==> config.mk <==
export PLATFORM = sky130hd
export DESIGN_NAME = corner_window_sequencer
export DESIGN_NICKNAME = d
export VERILOG_FILES = /design/src/rtl/corner_seq_pkg.sv /design/src/rtl/raster_xy_counter.sv /design/src/rtl/corner_window_sequencer.sv
export SDC_FILE = /design/constraint.sdc
export NUM_CORES = 1
export LEC_CHECK = 0
export CORE_MARGIN = 5
export CORE_UTILIZATION = 59
export DETAILED_ROUTE_END_ITERATION = 6
export GPL_TIMING_DRIVEN = 1
export HOLD_SLACK_MARGIN = 0.06
export PLACE_DENSITY = 0.86
export SLEW_MARGIN = 5
export SYNTH_ARGS = -nofsm -noshare
export SYNTH_HDL_FRONTEND = slang
export SYNTH_SLANG_ARGS = --single-unit
==> constraint.sdc <==
create_clock -name pixClk -period 8.5 [get_ports pixClk]
set_input_delay 1.275 -clock pixClk [delete_from_list [all_inputs] [get_ports pixClk]]
set_output_delay 1.275 -clock pixClk [all_outputs]
set_load 0.02 [all_outputs]
==> src/rtl/corner_seq_pkg.sv <==
// Shared state encoding and derived-size helpers for the corner window sequencer.
package corner_seq_pkg;

    typedef enum logic [1:0] {
        ST_IDLE  = 2'd0,
        ST_RUN   = 2'd1,
        ST_FLUSH = 2'd2,
        ST_DONE  = 2'd3
    } seq_state_e;

    // Each centred window delays its centre by half a window in both directions.
    function automatic int unsigned calc_lat(input int unsigned frame_w,
                                             input int unsigned win,
                                             input int unsigned stages);
        return stages * ((win / 2) * frame_w + win / 2);
    endfunction

    function automatic int unsigned calc_npix(input int unsigned frame_w,
                                              input int unsigned frame_h);
        return frame_w * frame_h;
    endfunction

    function automatic int unsigned calc_r(input int unsigned win,
                                           input int unsigned stages);
        return stages * (win / 2);
    endfunction

endpackage

==> src/rtl/raster_xy_counter.sv <==
// Raster position counter: x wraps at X_SIZE-1 and carries into y, y wraps at Y_SIZE-1.
// x/y show the position for the current cycle; clr restarts at the origin in the same cycle.
module raster_xy_counter #(
    parameter int unsigned X_SIZE = 200,
    parameter int unsigned Y_SIZE = 200,
    parameter int unsigned CW     = 16
) (
    input  logic          pixClk,
    input  logic          rst,
    input  logic          clr,
    input  logic          en,
    output logic [CW-1:0] x,
    output logic [CW-1:0] y
);

    localparam logic [CW-1:0] X_LAST = CW'(X_SIZE - 1);
    localparam logic [CW-1:0] Y_LAST = CW'(Y_SIZE - 1);

    logic [CW-1:0] x_q, x_d, y_q, y_d;
    logic [CW-1:0] x_base, y_base;

    always_comb begin
        x_base = clr ? '0 : x_q;
        y_base = clr ? '0 : y_q;
        x_d    = x_base;
        y_d    = y_base;
        if (en) begin
            if (x_base == X_LAST) begin
                x_d = '0;
                y_d = (y_base == Y_LAST) ? '0 : y_base + 1'b1;
            end else begin
                x_d = x_base + 1'b1;
            end
        end
        x = x_base;
        y = y_base;
    end

    always_ff @(posedge pixClk) begin
        if (rst) begin
            x_q <= '0;
            y_q <= '0;
        end else begin
            x_q <= x_d;
            y_q <= y_d;
        end
    end

endmodule

==> src/rtl/corner_window_sequencer.sv <==
// Raster-scan control, latency compensation and response tagging for the cascaded
// Sobel / structure-tensor windows. out_border is generated only with CORNER_SEQ_BORDER_EN.
module corner_window_sequencer
    import corner_seq_pkg::*;
#(
    parameter int unsigned FRAME_W = 200,
    parameter int unsigned FRAME_H = 200,
    parameter int unsigned WIN     = 3,
    parameter int unsigned STAGES  = 2,
    parameter int unsigned CW      = 16
) (
    input  logic          pixClk,
    input  logic          rst,
    input  logic          sof,
    input  logic          pix_valid,
    output logic          shift_en,
    output logic          pad_sel,
    output logic [CW-1:0] in_x,
    output logic [CW-1:0] in_y,
    output logic          out_valid,
    output logic [CW-1:0] out_x,
    output logic [CW-1:0] out_y,
    output logic          out_border,
    output logic          frame_done,
    output logic          frame_abort,
    output logic          busy
);

    // state | meaning
    // IDLE  | waiting for sof together with a valid pixel
    // RUN   | shifting real pixels, stalls follow pix_valid
    // FLUSH | shifting zero padding until the last response reaches the centre
    // DONE  | frame_done pulse; a sof here starts the next frame without a gap

    localparam int unsigned     LAT        = calc_lat(FRAME_W, WIN, STAGES);
    localparam int unsigned     NPIX       = calc_npix(FRAME_W, FRAME_H);
    localparam int unsigned     KW         = $clog2(NPIX + LAT + 1);
    localparam logic [KW-1:0]   K_LAT      = KW'(LAT);
    localparam logic [KW-1:0]   K_LAST_PIX = KW'(NPIX - 1);
    localparam logic [KW-1:0]   K_LAST     = KW'(NPIX + LAT - 1);

    seq_state_e    state_q, state_d;
    logic [KW-1:0] k_q, k_d, k_cur;
    logic          start, restart, clr, in_step;

    always_comb begin
        start       = sof & pix_valid;
        state_d     = state_q;
        shift_en    = 1'b0;
        pad_sel     = 1'b0;
        restart     = 1'b0;
        frame_done  = 1'b0;
        frame_abort = 1'b0;
        unique case (state_q)
            ST_IDLE: begin
                if (start) begin
                    restart  = 1'b1;
                    shift_en = 1'b1;
                    state_d  = ST_RUN;
                end
            end
            ST_RUN: begin
                if (start) begin
                    restart     = 1'b1;
                    frame_abort = 1'b1;
                    shift_en    = 1'b1;
                    state_d     = ST_RUN;
                end else if (pix_valid) begin
                    shift_en = 1'b1;
                    if (k_q == K_LAST_PIX) state_d = ST_FLUSH;
                end
            end
            ST_FLUSH: begin
                if (start) begin
                    restart     = 1'b1;
                    frame_abort = 1'b1;
                    shift_en    = 1'b1;
                    state_d     = ST_RUN;
                end else begin
                    shift_en = 1'b1;
                    pad_sel  = 1'b1;
                    if (k_q == K_LAST) state_d = ST_DONE;
                end
            end
            ST_DONE: begin
                frame_done = 1'b1;
                state_d    = ST_IDLE;
                if (start) begin
                    restart  = 1'b1;
                    shift_en = 1'b1;
                    state_d  = ST_RUN;
                end
            end
            default: state_d = ST_IDLE;
        endcase

        // DONE also clears the counters so IDLE always presents the origin.
        clr       = restart | (state_q == ST_DONE);
        k_cur     = clr ? '0 : k_q;
        k_d       = shift_en ? k_cur + 1'b1 : k_cur;
        out_valid = shift_en & (k_cur >= K_LAT);
        in_step   = shift_en & ~pad_sel & (k_cur != K_LAST_PIX);
    end

    always_ff @(posedge pixClk) begin
        if (rst) begin
            state_q <= ST_IDLE;
            k_q     <= '0;
        end else begin
            state_q <= state_d;
            k_q     <= k_d;
        end
    end

    assign busy = (state_q != ST_IDLE);

    raster_xy_counter #(
        .X_SIZE(FRAME_W),
        .Y_SIZE(FRAME_H),
        .CW    (CW)
    ) u_in_xy (
        .pixClk(pixClk),
        .rst   (rst),
        .clr   (clr),
        .en    (in_step),
        .x     (in_x),
        .y     (in_y)
    );

    raster_xy_counter #(
        .X_SIZE(FRAME_W),
        .Y_SIZE(FRAME_H),
        .CW    (CW)
    ) u_out_xy (
        .pixClk(pixClk),
        .rst   (rst),
        .clr   (clr),
        .en    (out_valid),
        .x     (out_x),
        .y     (out_y)
    );

`ifdef CORNER_SEQ_BORDER_EN
    localparam int unsigned   R    = calc_r(WIN, STAGES);
    localparam logic [CW-1:0] R_C  = CW'(R);
    localparam logic [CW-1:0] X_HI = CW'(FRAME_W - R);
    localparam logic [CW-1:0] Y_HI = CW'(FRAME_H - R);

    assign out_border = out_valid & ((out_x < R_C) | (out_x >= X_HI) |
                                     (out_y < R_C) | (out_y >= Y_HI));
`else
    assign out_border = 1'b0;
`endif

endmodule

# Yosys cells after proc, flatten, opt, wreduce, memory -nomap -nowiden
# Index checks and enable logic that the tools add are counted.
[op_classes] muxes=33 shifts=0 reduce_logical=6 n_eq_ne=14 n_mul=0 bitwise=6 n_lt_le_gt_ge=1 div_mod_pow=0 addsub=5
[ops] operator="$mux W16" n=16
[ops] operator="$add A16 B1 Y16 const B" n=5
[ops] operator="$eq A16 B8 Y1 const B" n=4
[ops] operator="$eq A16 B16 Y1 const B" n=2
[ops] operator="$ge A16 B9 Y1 const B" n=1
[ops] operator="$ne A16 B16 Y1 const B" n=1
[ops] operator="$mux W2" n=6
[ops] operator="$mux W1" n=9
[ops] operator="$ne A3 B3 Y1 const B" n=3
[ops] operator="$pmux W2 S4" n=1
[ops] operator="$and A1 B1 Y1" n=4
[ops] operator="$eq A2 B2 Y1 const B" n=2
[ops] operator="$reduce_and A4 Y1" n=1
[ops] operator="$reduce_or A2 Y1" n=2
[ops] operator="$reduce_or A4 Y1" n=1
[ops] operator="$pmux W1 S3" n=1
[ops] operator="$eq A2 B1 Y1 const B" n=1
[ops] operator="$logic_not A2 Y1" n=1
[ops] operator="$ne A2 B2 Y1 const B" n=1
[ops] operator="$reduce_bool A2 Y1" n=1
[ops] operator="$not A1 Y1" n=1
[ops] operator="$or A1 B1 Y1" n=1
[word_totals] mem_bits_rw=0 register_bits=82 romBits=0 input_bits=4 out_inout_bits=71 latch_bits=0 mem_count=0 wordCells=71

# Logic depth before layout (Yosys ltp)
[depth] ltp_word=9 depth_mapped=15 depth_no_buf=11

# By module
# From an unflattened synthesis, not the netlist that was laid out.
[hier_totals] cells_unflattened=582 hier_area_um2=4713.3
[by_module_without_submodules] module="raster_xy_counter" area_each_um2=1762.9 instances=2 cells_each=215 seq_area_each_um2=640.6
[by_module_without_submodules] module="corner_window_sequencer" area_each_um2=1187.4 instances=1 cells_each=152 seq_area_each_um2=360.3

# Worst setup path before layout
# Ideal clock, no wire load.
[synth_timing] path_type="input port to flip-flop" startpoint="in sof" endpoint="reg u_in_xy.y_q[13]" required_time_ns=8.385 n_path_buf=5 setup_ns=0.115 path_stages=14 t_arrival_ns=4.131 setup_slack_ns=4.254 cell_sequence="a21oi_2 buf_4 buf_4 buf_2 clkbuf_1 and2_1 ha_1 and3_1 nand3_1 nor4_4 nand2_2 o21bai_1 buf_4 o21ba_2"
[synth_rtl] element="start: declaration" line="corner_window_sequencer.sv:14" source="input logic sof,"
[synth_rtl] element="$and A1 B1 Y1" line="corner_window_sequencer.sv:47" source="start = sof & pix_valid;"
[synth_rtl] element="$mux W1 (2 in a row)"
[synth_rtl] element="$or A1 B1 Y1" line="corner_window_sequencer.sv:98" source="clr = restart | (state_q == ST_DONE);"
[synth_rtl] element="$mux W16" line="raster_xy_counter.sv:23" source="x_base = clr ? '0 : x_q;"
[synth_rtl] element="net in_x[1]" line="corner_window_sequencer.sv:18" source="output logic [CW-1:0] in_x,"
[synth_rtl] element="$eq A16 B8 Y1" line="raster_xy_counter.sv:28" source="if (x_base == X_LAST) begin"
[synth_rtl] element="$mux W16" line="raster_xy_counter.sv:28"
[synth_rtl] element="$mux W16" line="raster_xy_counter.sv:27" source="if (en) begin"
[synth_rtl] element="end signal: assignment" line="raster_xy_counter.sv:45" source="y_q <= y_d;"
[synth_rtl] element="end: declaration" line="raster_xy_counter.sv:19" source="logic [CW-1:0] x_q, x_d, y_q, y_d;"
# The timed path passes the listed nets, and every way through them passes these cells. The select of a mux whose other input is x is not followed.
# A chain may end at the register's enable or synchronous reset.

# Worst setup path after layout
[layout_timing] startpoint="in pix_valid" endpoint="out out_valid"
[layout_via] elab_chain_cells=7
[layout_rtl] element="start: declaration" line="corner_window_sequencer.sv:15" source="input logic pix_valid,"
[layout_rtl] element="$and A1 B1 Y1" line="corner_window_sequencer.sv:47"
[layout_rtl] element="$mux W1 (2 in a row)"
[layout_rtl] element="$or A1 B1 Y1" line="corner_window_sequencer.sv:98"
[layout_rtl] element="$mux W16" line="corner_window_sequencer.sv:99" source="k_cur = clr ? '0 : k_q;"
[layout_rtl] element="$ge A16 B9 Y1" line="corner_window_sequencer.sv:101" source="out_valid = shift_en & (k_cur >= K_LAT);"
[layout_rtl] element="$and A1 B1 Y1 (*)" line="corner_window_sequencer.sv:101"
[layout_rtl] element="end: declaration" line="corner_window_sequencer.sv:20" source="output logic out_valid,"
# Mark *: on every way between the ends. The rest lies on a longest branch, timed or not. The select of a mux whose other input is x is not followed.

==> summary.txt <==
Timing
  • Hold slack: 536 ps
  • Fin crit share: 0.624
  • Worst slew margin: 0.306
  • Worst-margin pin slew: 1040 ps
  • Final worst slack: 3200 ps
  • Setup Skew: 12.8 ps
  • Final Hold Fails: 0
  • Fmax: 189 MHz
  • Setup_tns: 0 ps
  • RSZ-0062 raised after global routing: no
  • Post-route minimum period: 5300 ps
  • Slew Limit Fails: 0
  • Final setup fails: 0

Worst setup path
  • Crit path largest cell delay: 590 ps
  • Critical Path Sink Type: primary output
  • Worst R2R Path Depth: 11
  • Data arrival, critical path: 4030 ps
  • FF-to-FF End: u_in_xy.y_q[13]
  • Slowest CP cell: clkdlybuf4s50_1
  • Worst path cell trace: clkdlybuf4s50_1 > a21oi_4 > nand2_1 > ha_1 > o31a_1 > o21ai_4 > inv_2 > clkdlybuf4s50_1
  • CP startpoint kind: input pin
  • CP Class: in2out
  • Flop2flop setup slack: 4280 ps
  • CP required: 7220 ps
  • CP max FO: 15
  • Worst R2R Start: state_q[1]
  • Worst Setup SP: pix_valid
  • End of the critical path: out_valid
  • Cell repeated most along the worst path: clkdlybuf4s50_1

Min path
  • Worst min path class: reg2reg
  • Hold_sp: u_out_xy.y_q[7]

Die
  • Rows: 33
  • Die area: 10,400 um^2
  • Die X: 102 um
  • Die H: 102 um
  • Placeable Area: 8260 um^2
  • Initial Util: 0.607
  • I/O pin cnt: between 70 and 80

Synthesis
  • Post-Synthesis Cells: 636
  • Syn. warnings: 0
  • Post-synthesis sequential area ratio: 0.328
  • Avg Cell Area, Syn: 7.88 um^2
  • FFs w/ async S/R, synth: 0
  • Post-Syn Nets: 651
  • Netlist cell types: 64
  • FF+latch count, synth: 82
  • Post-Syn Area: 5010 um^2
  • Most used DFF post-synth: dfxtp_1
  • EDFF count, synth: 0

Drt
  • First-pass DRT Iterations: 5
  • DRT iter0 DRCs: 391
  • Via density: 6.16
  • WL final: approximately 13,000 um
  • Residual DRC: 0
  • Avg WL per Cell: ~16 um
  • Via count: 4,949
  • Routed Antenna Nets: 0

Layout
  • NumNets Final: 709
  • Antenna cells: 0
  • P&R area growth vs syn: 18.7%
  • Final Util: 0.720
  • Non-Filler Instances: 804
  • Layout cell share with drive strength beyond 1: 0.0615
  • FILL cells: between 600 and 700

Status
  • Status: finished, final reports clean

Placed design
  • RePlAce Congestion: 0.885
  • DP Wirelength: 9270 um
  • PortBufs: 73
  • Placement-stage worst setup slack: 3060 ps
  • Placed cells: 788

GRT
  • Remaining Overflow, GRT: 0
  • Global-route usage over all layers: 0.261
  • Vias in the first global route: around 4,800
  • Pin count of the biggest net entering global routing: 76
  • First-pass GRT wire length: approximately 22,000 um
  • Antenna violations before repair: 0

Power
  • Worst IR Drop VDD: 0.0000793 V
  • Pwr per Cell Area: ~120 nW/um^2
  • Leak: 2.17 nW

Clock tree
  • Clk_lat worst skew: 360 ps
  • CTS resizes: 0
  • Max Buffers Root-to-Sink: 2
  • Clock-pin slew on the worst setup and hold paths: 80 ps
  • # hold bufs at CTS: 0
  • Num CTS Buffers: 9
  • Htree depth: 3
  • Root Buffer: clkbuf_8
  • CTS tree: built
  • Clk sinks: ~80
  • Setup Fix Bufs, Post-CTS: 0

Flow run
  • Max Cap Viol: 0
cell families (layout without fill, tap and decap cells):
kind of cell	count (synthesis)	after routing	synth area share
mux	4	4	0.00799
compound gates	81	81	0.104
flops	82	82	0.328
fa+ha+maj	11	11	0.0275
other cells	1	1	0.000748
xor+xnor	46	46	0.0804
simple gates	360	360	0.405
buf+inv	51	114	0.0472
where the power goes:
| part | total, mW | switching [mW] | leakage [nW] | internal (mW) |
|---|---|---|---|---|
| Sequential | 0.390 | 0.00333 | 0.661 | 0.387 |
| Clock | 0.294 | 0.144 | 0.105 | 0.150 |
| Combinational | 0.0576 | 0.0397 | 1.40 | 0.0179 |
metrics by stage:
step                      total power, mW  instance area (um^2)
final                               0.741                  5950
after detailed placement            0.456                  5750
after CTS                           0.743                  5950
after global routing                0.764                  5950
after floorplan                     0.440                  5010
after global placement              0.454                  5750
synthesized netlist by cell type (2+ instances only):
cell type | number | share of area
dfxtp_1 | 82 | 0.33
nor2_1 | 73 | 0.055
and2_1 | 57 | 0.071
nand2_1 | 54 | 0.040
nand3_1 | 39 | 0.039
a21oi_1 | 34 | 0.034
xor2_1 | 25 | 0.044
nand4_1 | 22 | 0.027
inv_1 | 21 | 0.016
xnor2_1 | 21 | 0.037
nor3_1 | 20 | 0.020
nor4_1 | 18 | 0.022
o21ai_0 | 16 | 0.016
clkbuf_1 | 15 | 0.011
and3_1 | 14 | 0.017
ha_1 | 11 | 0.027
and4_1 | 8 | 0.014
nand4b_1 | 8 | 0.014
nor2b_1 | 8 | 0.010
nand2b_1 | 7 | 0.0087
buf_2 | 5 | 0.0050
buf_4 | 4 | 0.0060
mux2i_1 | 4 | 0.0080
or4_1 | 4 | 0.0060
a211oi_1 | 3 | 0.0045
a31oi_1 | 3 | 0.0037
buf_6 | 3 | 0.0067
nand3b_1 | 3 | 0.0045
nor4_4 | 3 | 0.013
o22ai_1 | 3 | 0.0037
or3_1 | 3 | 0.0037
or4_4 | 3 | 0.0067
a211o_1 | 2 | 0.0035
a21boi_0 | 2 | 0.0030
a21o_1 | 2 | 0.0030
a31o_2 | 2 | 0.0035
and3b_1 | 2 | 0.0035
inv_2 | 2 | 0.0015
nor3_2 | 2 | 0.0040
nor4b_1 | 2 | 0.0035
o21bai_1 | 2 | 0.0030
or4b_1 | 2 | 0.0040
sequential cells by signal, summed over array words and instances, names as in the netlist:
name,cells
u_in_xy.y_q,16
state_q,2
u_out_xy.y_q,16
k_q,16
u_in_xy.x_q,16
u_out_xy.x_q,16
per-layer routing:
layer / track usage / part of all wire
met3: 0.0444 / 0.064
met1: 0.344 / 0.43
met4: 0.106 / 0.022
met2: 0.426 / 0.48
met5: 0 / 0
cells in the final DEF (no fill, tap or decap), types with 3 or more instances in the layout:
| cell | n |
|---|---|
| nor3_1 | 20 |
| dfxtp_1 | 82 |
| or4_1 | 4 |
| mux2i_1 | 4 |
| o22ai_1 | 3 |
| nor2_1 | 73 |
| and2_1 | 57 |
| and4_1 | 8 |
| xor2_1 | 25 |
| nand4_1 | 22 |
| nand4b_1 | 8 |
| clkbuf_8 | 11 |
| or4_4 | 3 |
| clkinv_2 | 3 |
| a211oi_1 | 3 |
| nor4_1 | 18 |
| nand2_1 | 54 |
| and3_1 | 14 |
| a31oi_1 | 3 |
| nand2b_1 | 7 |
| inv_1 | 21 |
| nor4_4 | 3 |
| nand3_1 | 39 |
| clkdlybuf4s50_1 | 73 |
| xnor2_1 | 21 |
| nor2b_1 | 8 |
| a21oi_1 | 34 |
| nand3b_1 | 3 |
| o21ai_0 | 16 |
| or3_1 | 3 |
| ha_1 | 11 |
how the worst min path moves through the flow:
stage	to	slack [ps]	depth (start not counted)
after floorplan	k_q[12]	470	2
after global placement	k_q[12]	490	2
after detailed placement	u_out_xy.y_q[7]	520	2
after CTS	u_out_xy.y_q[7]	540	2
after global routing	k_q[12]	560	2
final	u_out_xy.y_q[7]	540	2
final cells by class:
cell class                 instances  area, um^2  area share
timing repair buffer              75         746       0.125
clock inverter                     5        52.6     0.00883
clock buffer                      11         151      0.0254
multi-input combinational        503        3140       0.528
sequential                        82        1640       0.276
tap                              105         131      0.0221
inverter                          23        86.3      0.0145
worst max-delay path: cells and delay by family:
| family | cells | cell delay, ps |
|---|---|---|
| buf+inv | 3 | 1360 |
| simple gates | 1 | 140 |
| compound gates | 3 | 1050 |
| fa+ha+maj | 1 | 200 |
(Power assumes the default switching activity.)
